--- config.mk ---
export PLATFORM = sky130hd
export DESIGN_NAME = lfsr_burst_ctrl
export DESIGN_NICKNAME = d
export VERILOG_FILES = /design/src/rtl/lfsr_ctrl_pkg.sv /design/src/rtl/Register.sv /design/src/rtl/lfsr_burst_counter.sv /design/src/rtl/lfsr_burst_ctrl.sv
export SDC_FILE = /design/constraint.sdc
export NUM_CORES = 1
export LEC_CHECK = 0
export ABC_CLOCK_PERIOD_IN_PS = 3000
export CORE_AREA = 2 2 73 75
export CTS_CLUSTER_DIAMETER = 150
export DETAILED_ROUTE_END_ITERATION = 10
export DIE_AREA = 0 0 75 77
export GPL_TIMING_DRIVEN = 0
export PLACE_DENSITY = 0.78
export SLEW_MARGIN = 15
export SYNTH_ARGS = -nofsm -noshare
export SYNTH_HDL_FRONTEND = slang
export SYNTH_HIERARCHICAL = 1
export SYNTH_SLANG_ARGS = --single-unit
--- constraint.sdc ---
create_clock -name clk -period 3 [get_ports clk]
set_input_delay 0.6 -clock clk [delete_from_list [all_inputs] [get_ports clk]]
set_output_delay 0.6 -clock clk [all_outputs]
set_load 0.01 [all_outputs]
--- src/rtl/lfsr_ctrl_pkg.sv ---
// Shared types and constants for the LFSR burst controller.
// State encoding, mode values and default counter width.
package lfsr_ctrl_pkg;

  typedef enum logic [1:0] {
    IDLE = 2'd0,
    SEED = 2'd1,
    RUN  = 2'd2,
    DONE = 2'd3
  } state_e;

  localparam logic MODE_FREE  = 1'b0;
  localparam logic MODE_BURST = 1'b1;

  localparam int CNT_W_DEF = 16;

endpackage

--- src/rtl/Register.sv ---
// Generic enabled register with synchronous active-high reset.
// Reset value is all zeros.
module Register #(
  parameter int W = 1
) (
  input  logic         clk,
  input  logic         rst,
  input  logic         en,
  input  logic [W-1:0] d,
  output logic [W-1:0] q
);

  always_ff @(posedge clk) begin
    if (rst)
      q <= '0;
    else if (en)
      q <= d;
  end

endmodule

--- src/rtl/lfsr_burst_counter.sv ---
// Handshake counter with clear, increment and a flag
// for the final value of a burst of length len.
module lfsr_burst_counter
  import lfsr_ctrl_pkg::*;
#(
  parameter int CNT_W = CNT_W_DEF
) (
  input  logic             clk,
  input  logic             rst,
  input  logic             clr,
  input  logic             inc,
  input  logic [CNT_W-1:0] len,
  output logic [CNT_W-1:0] count,
  output logic             last
);

  logic             cnt_en;
  logic [CNT_W-1:0] cnt_d;

  assign cnt_en = clr | inc;
  assign cnt_d  = clr ? '0 : count + CNT_W'(1);

  Register #(.W(CNT_W)) u_cnt (
    .clk (clk),
    .rst (rst),
    .en  (cnt_en),
    .d   (cnt_d),
    .q   (count)
  );

  // next handshake brings count up to len
  assign last = (count == len - CNT_W'(1));

endmodule

--- src/rtl/lfsr_burst_ctrl.sv ---
// LFSR engine controller: seed load, free-run/burst, valid/ready.
// Optional stall watchdog: LFSR_BURST_CTRL_STALL_WATCHDOG_EN.
module lfsr_burst_ctrl
  import lfsr_ctrl_pkg::*;
#(
  parameter int CNT_W       = CNT_W_DEF,
  parameter int STALL_LIMIT = 256
) (
  input  logic             clk,
  input  logic             rst,
  input  logic             start,
  input  logic             stop,
  input  logic             mode,
  input  logic             reseed,
  input  logic [CNT_W-1:0] burst_len,
  output logic             out_val,
  input  logic             out_rdy,
  output logic             active,
  output logic             lfsr_en,
  output logic             seed_load,
  output logic             done,
  output logic [CNT_W-1:0] count,
  output logic             error
);

  state_e           state_q, state_d;
  logic             mode_q;
  logic [CNT_W-1:0] len_q;
  logic             clr, inc, last;
  logic             stall_hit, wd_err;

  always_ff @(posedge clk) begin
    if (rst)
      state_q <= IDLE;
    else
      state_q <= state_d;
  end

  Register #(.W(1)) u_mode (
    .clk (clk),
    .rst (rst),
    .en  (clr),
    .d   (mode),
    .q   (mode_q)
  );

  Register #(.W(CNT_W)) u_len (
    .clk (clk),
    .rst (rst),
    .en  (clr),
    .d   (burst_len),
    .q   (len_q)
  );

  lfsr_burst_counter #(.CNT_W(CNT_W)) u_cnt (
    .clk   (clk),
    .rst   (rst),
    .clr   (clr),
    .inc   (inc),
    .len   (len_q),
    .count (count),
    .last  (last)
  );

`ifdef LFSR_BURST_CTRL_STALL_WATCHDOG_EN
  localparam int SW = $clog2(STALL_LIMIT + 1);

  logic [SW-1:0] stall_q;

  assign stall_hit = (state_q == RUN) && !out_rdy &&
                     (stall_q == SW'(STALL_LIMIT - 1));

  always_ff @(posedge clk) begin
    if (rst || out_rdy || state_d != RUN)
      stall_q <= '0;
    else
      stall_q <= stall_q + SW'(1);
  end
`else
  logic wd_unused;

  assign stall_hit = 1'b0;
  assign wd_unused = (STALL_LIMIT > 0);
`endif

  assign error = wd_err;

  // rst masks every control so a reset cycle never advances the LFSR
  always_comb begin
    state_d   = state_q;
    active    = 1'b0;
    out_val   = 1'b0;
    lfsr_en   = 1'b0;
    seed_load = 1'b0;
    done      = 1'b0;
    clr       = 1'b0;
    inc       = 1'b0;
    wd_err    = 1'b0;
    if (!rst) begin
      unique case (state_q)
        IDLE: begin
          if (start) begin
            clr = 1'b1;
            if (reseed)
              state_d = SEED;
            else if (mode == MODE_BURST && burst_len == '0)
              state_d = DONE;
            else
              state_d = RUN;
          end
        end
        SEED: begin
          active    = 1'b1;
          seed_load = 1'b1;
          if (mode_q == MODE_BURST && len_q == '0)
            state_d = DONE;
          else
            state_d = RUN;
        end
        RUN: begin
          active  = 1'b1;
          out_val = 1'b1;
          lfsr_en = out_rdy;
          inc     = out_rdy;
          if (out_rdy && mode_q != MODE_FREE && last)
            state_d = DONE;
          else if (stop)
            state_d = IDLE;
          else if (stall_hit) begin
            wd_err  = 1'b1;
            state_d = IDLE;
          end
        end
        DONE: begin
          done    = 1'b1;
          state_d = IDLE;
        end
        default: state_d = IDLE;
      endcase
    end
  end

endmodule

; Word-level counts from Yosys, hierarchy flattened
; Cells that the tools add are included.
; W data, S select, Z words.
[totals]
out_inout_bits = 22
wordCells = 43
inputBits = 23
register_bits = 35
[classes]
bitwise_logic = 1
n_eq_ne = 6
n_addsub = 2
muxes = 21
n_reduce_logical = 9
[ops]
columns = op, n
row1 = $logic_not A16 Y1, 2
row2 = $add A16 B1 Y16 const B, 1
row3 = $eq A16 B16 Y1, 1
row4 = $mux W16, 1
row5 = $sub A16 B1 Y16 const B, 1
row6 = $mux W1, 15
row7 = $mux W2, 4
row8 = $pmux W2 S4, 1
row9 = $eq A2 B2 Y1 const B, 2
row10 = $logic_and A1 B1 Y1, 4
row11 = $ne A3 B3 Y1 const B, 1
row12 = $eq A2 B1 Y1 const B, 1
row13 = $logic_not A2 Y1, 1
row14 = $ne A2 B2 Y1 const B, 1
row15 = $reduce_and A2 Y1, 1
row16 = $reduce_or A2 Y1, 1
row17 = $or A1 B1 Y1, 1

; Logic depth before layout (Yosys ltp)
[logic_depth]
word_depth = 6
ltp_mapped = 12
mapped_depth_nobuf = 12

; Modules after synthesis
; Netlist, hierarchy kept.
[by_module_without_submodules]
columns = mod, cells_per_inst, n_inst, seq_area_each_um2, area_per_inst_um2
row1 = Register (u_cnt.u_cnt ...), 52, 2, 320.3, 580.6
row2 = lfsr_burst_counter, 151, 1, 0.0, 985.9
row3 = lfsr_burst_ctrl, 43, 1, 40.0, 357.8
row4 = Register (u_mode), 3, 1, 20.0, 33.8

; Least setup slack after synthesis
; OpenSTA, ideal clock, no wires.
[synth_timing]
path_type = register to register
start = reg u_len.q[0]
end = reg state_q[0]
path_stages_with_launch = 13
period_less_slack_ns = 2.757
setup_time_ns = 0.103
t_arrival_ns = 2.653
t_required_ns = 2.897
path_buffers = 0
path_slack_ns = 0.243
cell_sequence = dfxtp_1 > inv_1 > ha_1 > or4b_4 > nor3_4 > xor2_1 > o221a_1 > o21a_1 > nor4_2 > and3_1 > o21a_1 > nor2_1 > a2111oi_2
[synth_between]
elab_chain_cells = 5
word_cells_on_any_way = 10
cone_classes = add/sub: 1 / eq/ne: 2 / mux: 3 / reduce/logical: 4
[synth_lines]
columns = item, line_no
row1 = start: declaration, Register.sv:10  ; output logic [W-1:0] q
row2 = start signal: assignment, Register.sv:15  ; q <= '0;
row3 = start signal: assignment, Register.sv:17  ; q <= d;
row4 = $sub A16 B1 Y16 (*), lfsr_burst_counter.sv:32  ; assign last = (count == len - CNT_W'(1));
row5 = $eq A16 B16 Y1 (*), lfsr_burst_counter.sv:32
row6 = named net last, lfsr_burst_ctrl.sv:29  ; logic clr, inc, last;
row7 = $logic_and A1 B1 Y1 (*), lfsr_burst_ctrl.sv:125  ; if (out_rdy && mode_q != MODE_FREE && last)
row8 = $mux W2 / $ne A3 B3 Y1 (equally long branches), --
row9 = $pmux W2 S4 / $reduce_and A2 Y1 (equally long branches), --
row10 = end signal: assignment, lfsr_burst_ctrl.sv:36  ; state_q <= state_d;
row11 = end: declaration, lfsr_burst_ctrl.sv:26  ; state_e state_q, state_d;
; The timed path passes the listed nets; every way through them passes the cells marked *.
; A chain may end at the register's enable or synchronous reset.

; Worst setup path in the final report
[layout_timing]
start = reg u_len.q[3]
end = reg state_q[0]
; Same word-level chain as after synthesis.

==> impl_metrics.yaml <==
synth:
  yosysTopAreaCellShare_pct: 27.6
  syn_nets: 331
  synth_ff_type: "dfxtp_1"
  synth_edf_count: 0
  yosys_warnings: 6
  ys_top_cells_by_area: "dfxtp_1 (28%), mux2i_1 (13%), nor2_1 (9.5%)"
  synthArstFlopShare_pct: 0
  synthMostInstantiatedCell: "nor2_1"
  synth-seq-cells: 35
  yosysSeqAreaShare_pct: 27.6
  syn_inst: 301
  synth_common_cells: "nor2_1 (64), dfxtp_1 (35), mux2i_1 (34)"
  synth_area_leader_cell: "dfxtp_1"
  ys_types: 54
  avgSynthCellArea_um2: 8.43
  synth_area_um2: 2540
floorplanning:
  dieArea_um2: 5780
  ioPinCount: 45
  rows: 26
  die_height_um: 77
  core-area_um2: 4980
  die_w_um: 75
  initial_core_util_pct: 51.0
setup_path:
  arrival_ns: 3.25
  cp-start-kind: "flip-flop"
  worstSetupEndpointType: "flip-flop"
  ff2ff_setup_slack_ns: -0.06
  critPathKind: "reg -> reg"
  crit_fanout: 9
  required_ns: 3.19
clocking:
  clk_pin_slew_ns: 0.07
  htree_num_levels: 2
  cts_hold_buf: 0
  cts_made_buffers: 5
  cts_tree: "done"
  root_buffer: "clkbuf_8"
  clock_latency_ns: 0.29
  clockBufferDepth: 2
  cts_num_sinks: 35
drt:
  antenna_left: 0
  first_pass_iters: 5
  wl_per_cell_um: 14.7
  vias: 2415
  drt_wl_total_mm: 6.39
  drt_iter0_drc: 126
  drc: 0
  via_per_inst: 5.56
place:
  gp_congestion: 0.841
  io_buffer_count: 43
  place_area_um2: 3060
  hpwl_mm: 4.48
grt:
  grt_max_degree: 11
  grt_use_total_pct: 23.4
  antenna_found_initial: 0
  grt_pass1_wl_mm: 10.6
  grt_pass1_vias: 2228
  grt.overflow.total: 0
final_layout:
  nets: 393
  post-route-util_pct: 67.4
  n_antenna_cell: 0
  syn_to_final_growth_pct: 32.2
  nFillCells: 405
  design_area_um2: 3360
  drive_gt1_share_pct: 14.6
pwr:
  peakVddDrop_mv: 0.394
  finalPower_w: 0.00190
  p_per_area_nw_per_um2: 566
  cellLeakagePower_nw: 1.26
run:
  cap_violations: 0
sta:
  fin_ws_ns: -0.0642
  fin_crit_ns: 3.06
  timing.final.max_slew_violations: 0
  worst_pin_slew_ns: 0.583
  fin_skew_ns: 0.00502
  maxSlewHeadroom_pct: 60.8
  rsz0062_at_grt: "true"
  hold_violations: 0
  setup-violations-final: 2
  fmax_mhz: 326
  layout_worst_path_cycle_share_pct: 102
outcome:
  violations: "setup timing"
  outcome: "complete, but fails checks"
min_path:
  hp-class: "reg -> reg"
==> through the flow <==
| step | hold slack [ns] | setup TNS (ns) | std cells | setup WS, ns |
|---|---|---|---|---|
| after floorplan | 0.489 | 0 | 301 | 0.243 |
| after global placement | 0.502 | -0.243 | 414 | -0.155 |
| after detailed placement | 0.519 | -0.302 | 414 | -0.198 |
| after CTS | 0.537 | -0.0372 | 430 | -0.0372 |
| after global routing | 0.567 | -0.483 | 434 | -0.277 |
| final | 0.529 | -0.0892 | 434 | -0.0642 |
==> power breakdown <==
part	switching [W]	total [W]	internal, W
registers	0.0000738	0.000580	0.000506
logic	0.000441	0.000940	0.000498
clock network	0.000173	0.000382	0.000210
==> critical path, cell delays in order (launching register included) <==
cell	delay, ns
dfxtp_1	0.60
or3_1	0.24
nor4_1	0.08
o41ai_2	0.37
a21oi_1	0.12
a2111o_1	0.45
nor4_4	0.34
and3_1	0.21
o21a_1	0.14
nor2_1	0.06
a2111oi_2	0.34
==> flip-flops by register name, indices dropped and copies added, names as in the netlist <==
name and cells:
u_len/q 16, state_q 2, u_mode/q 1, u_cnt/u_cnt/q 16
==> placed cells by master, fill, tap and decap left out, types with 3 or more instances in the layout <==
| cell | n |
|---|---|
| nor2_1 | 62 |
| clkdlybuf4s50_1 | 43 |
| mux2i_1 | 34 |
| dfxtp_1 | 33 |
| xnor2_1 | 15 |
| xor2_1 | 14 |
| buf_4 | 13 |
| nand2_1 | 11 |
| nand4_1 | 10 |
| nor4_1 | 8 |
| clkbuf_8 | 7 |
| inv_1 | 6 |
| nor2b_1 | 6 |
| ha_1 | 6 |
| clkbuf_1 | 6 |
| nor3_1 | 6 |
| nand3_1 | 5 |
| and3_1 | 4 |
| a21oi_1 | 4 |
| or3_1 | 4 |
| and2_1 | 3 |
| o21a_1 | 3 |
| nor4_2 | 3 |
| or2_2 | 3 |
| o211ai_1 | 3 |
| buf_6 | 3 |
==> metal layers <==
| metal | vias to the layer above | wire length, um | track usage (%) |
|---|---|---|---|
| met5 | - | 0 | 0 |
| met4 | 0 | 119 | 7.50 |
| met3 | 12 | 324 | 4.73 |
| met2 | 93 | 3190 | 38.1 |
| met1 | 1124 | 2750 | 30.5 |
| li1 | 1186 | - | - |
==> kinds of logic after synthesis <==
family,Yosys count,synth area share (%)
AOI/OAI and AO/OA,29,9.27
and+or+nand+nor,142,30.1
xor gates and xnor gates,30,10.3
other,1,0.148
DFF,35,27.6
buffers and inverters,23,5.67
muxes,34,13.4
adders and majority gates,7,3.45
==> area by class of cell <==
cell class              instances  area (um^2)  area share [%]
well taps                      70         87.6            2.61
inverters                       8         30.0           0.895
repair buffers                 55          524            15.6
plain buffers                  15          114            3.39
clock buffers                   8          100            2.98
multi-input cells             243         1790            53.4
flip-flops and latches         35          708            21.1
==> timing repair <==
action	in CTS	in global routing
setup buffers	8	4
pin swaps	9	3
endpoints found under the setup margin	2	2
gates resized for setup	13	10
==> final timing paths <==
kind               startpoint               end  depth (start not counted)
max                u_len/q[3]        state_q[0]                         10
min reg2reg  u_cnt/u_cnt/q[8]  u_cnt/u_cnt/q[8]                          2
min          u_cnt/u_cnt/q[8]  u_cnt/u_cnt/q[8]                          2
max reg2reg        u_len/q[3]        state_q[0]                         10
Power figures use the tool's default switching activity.
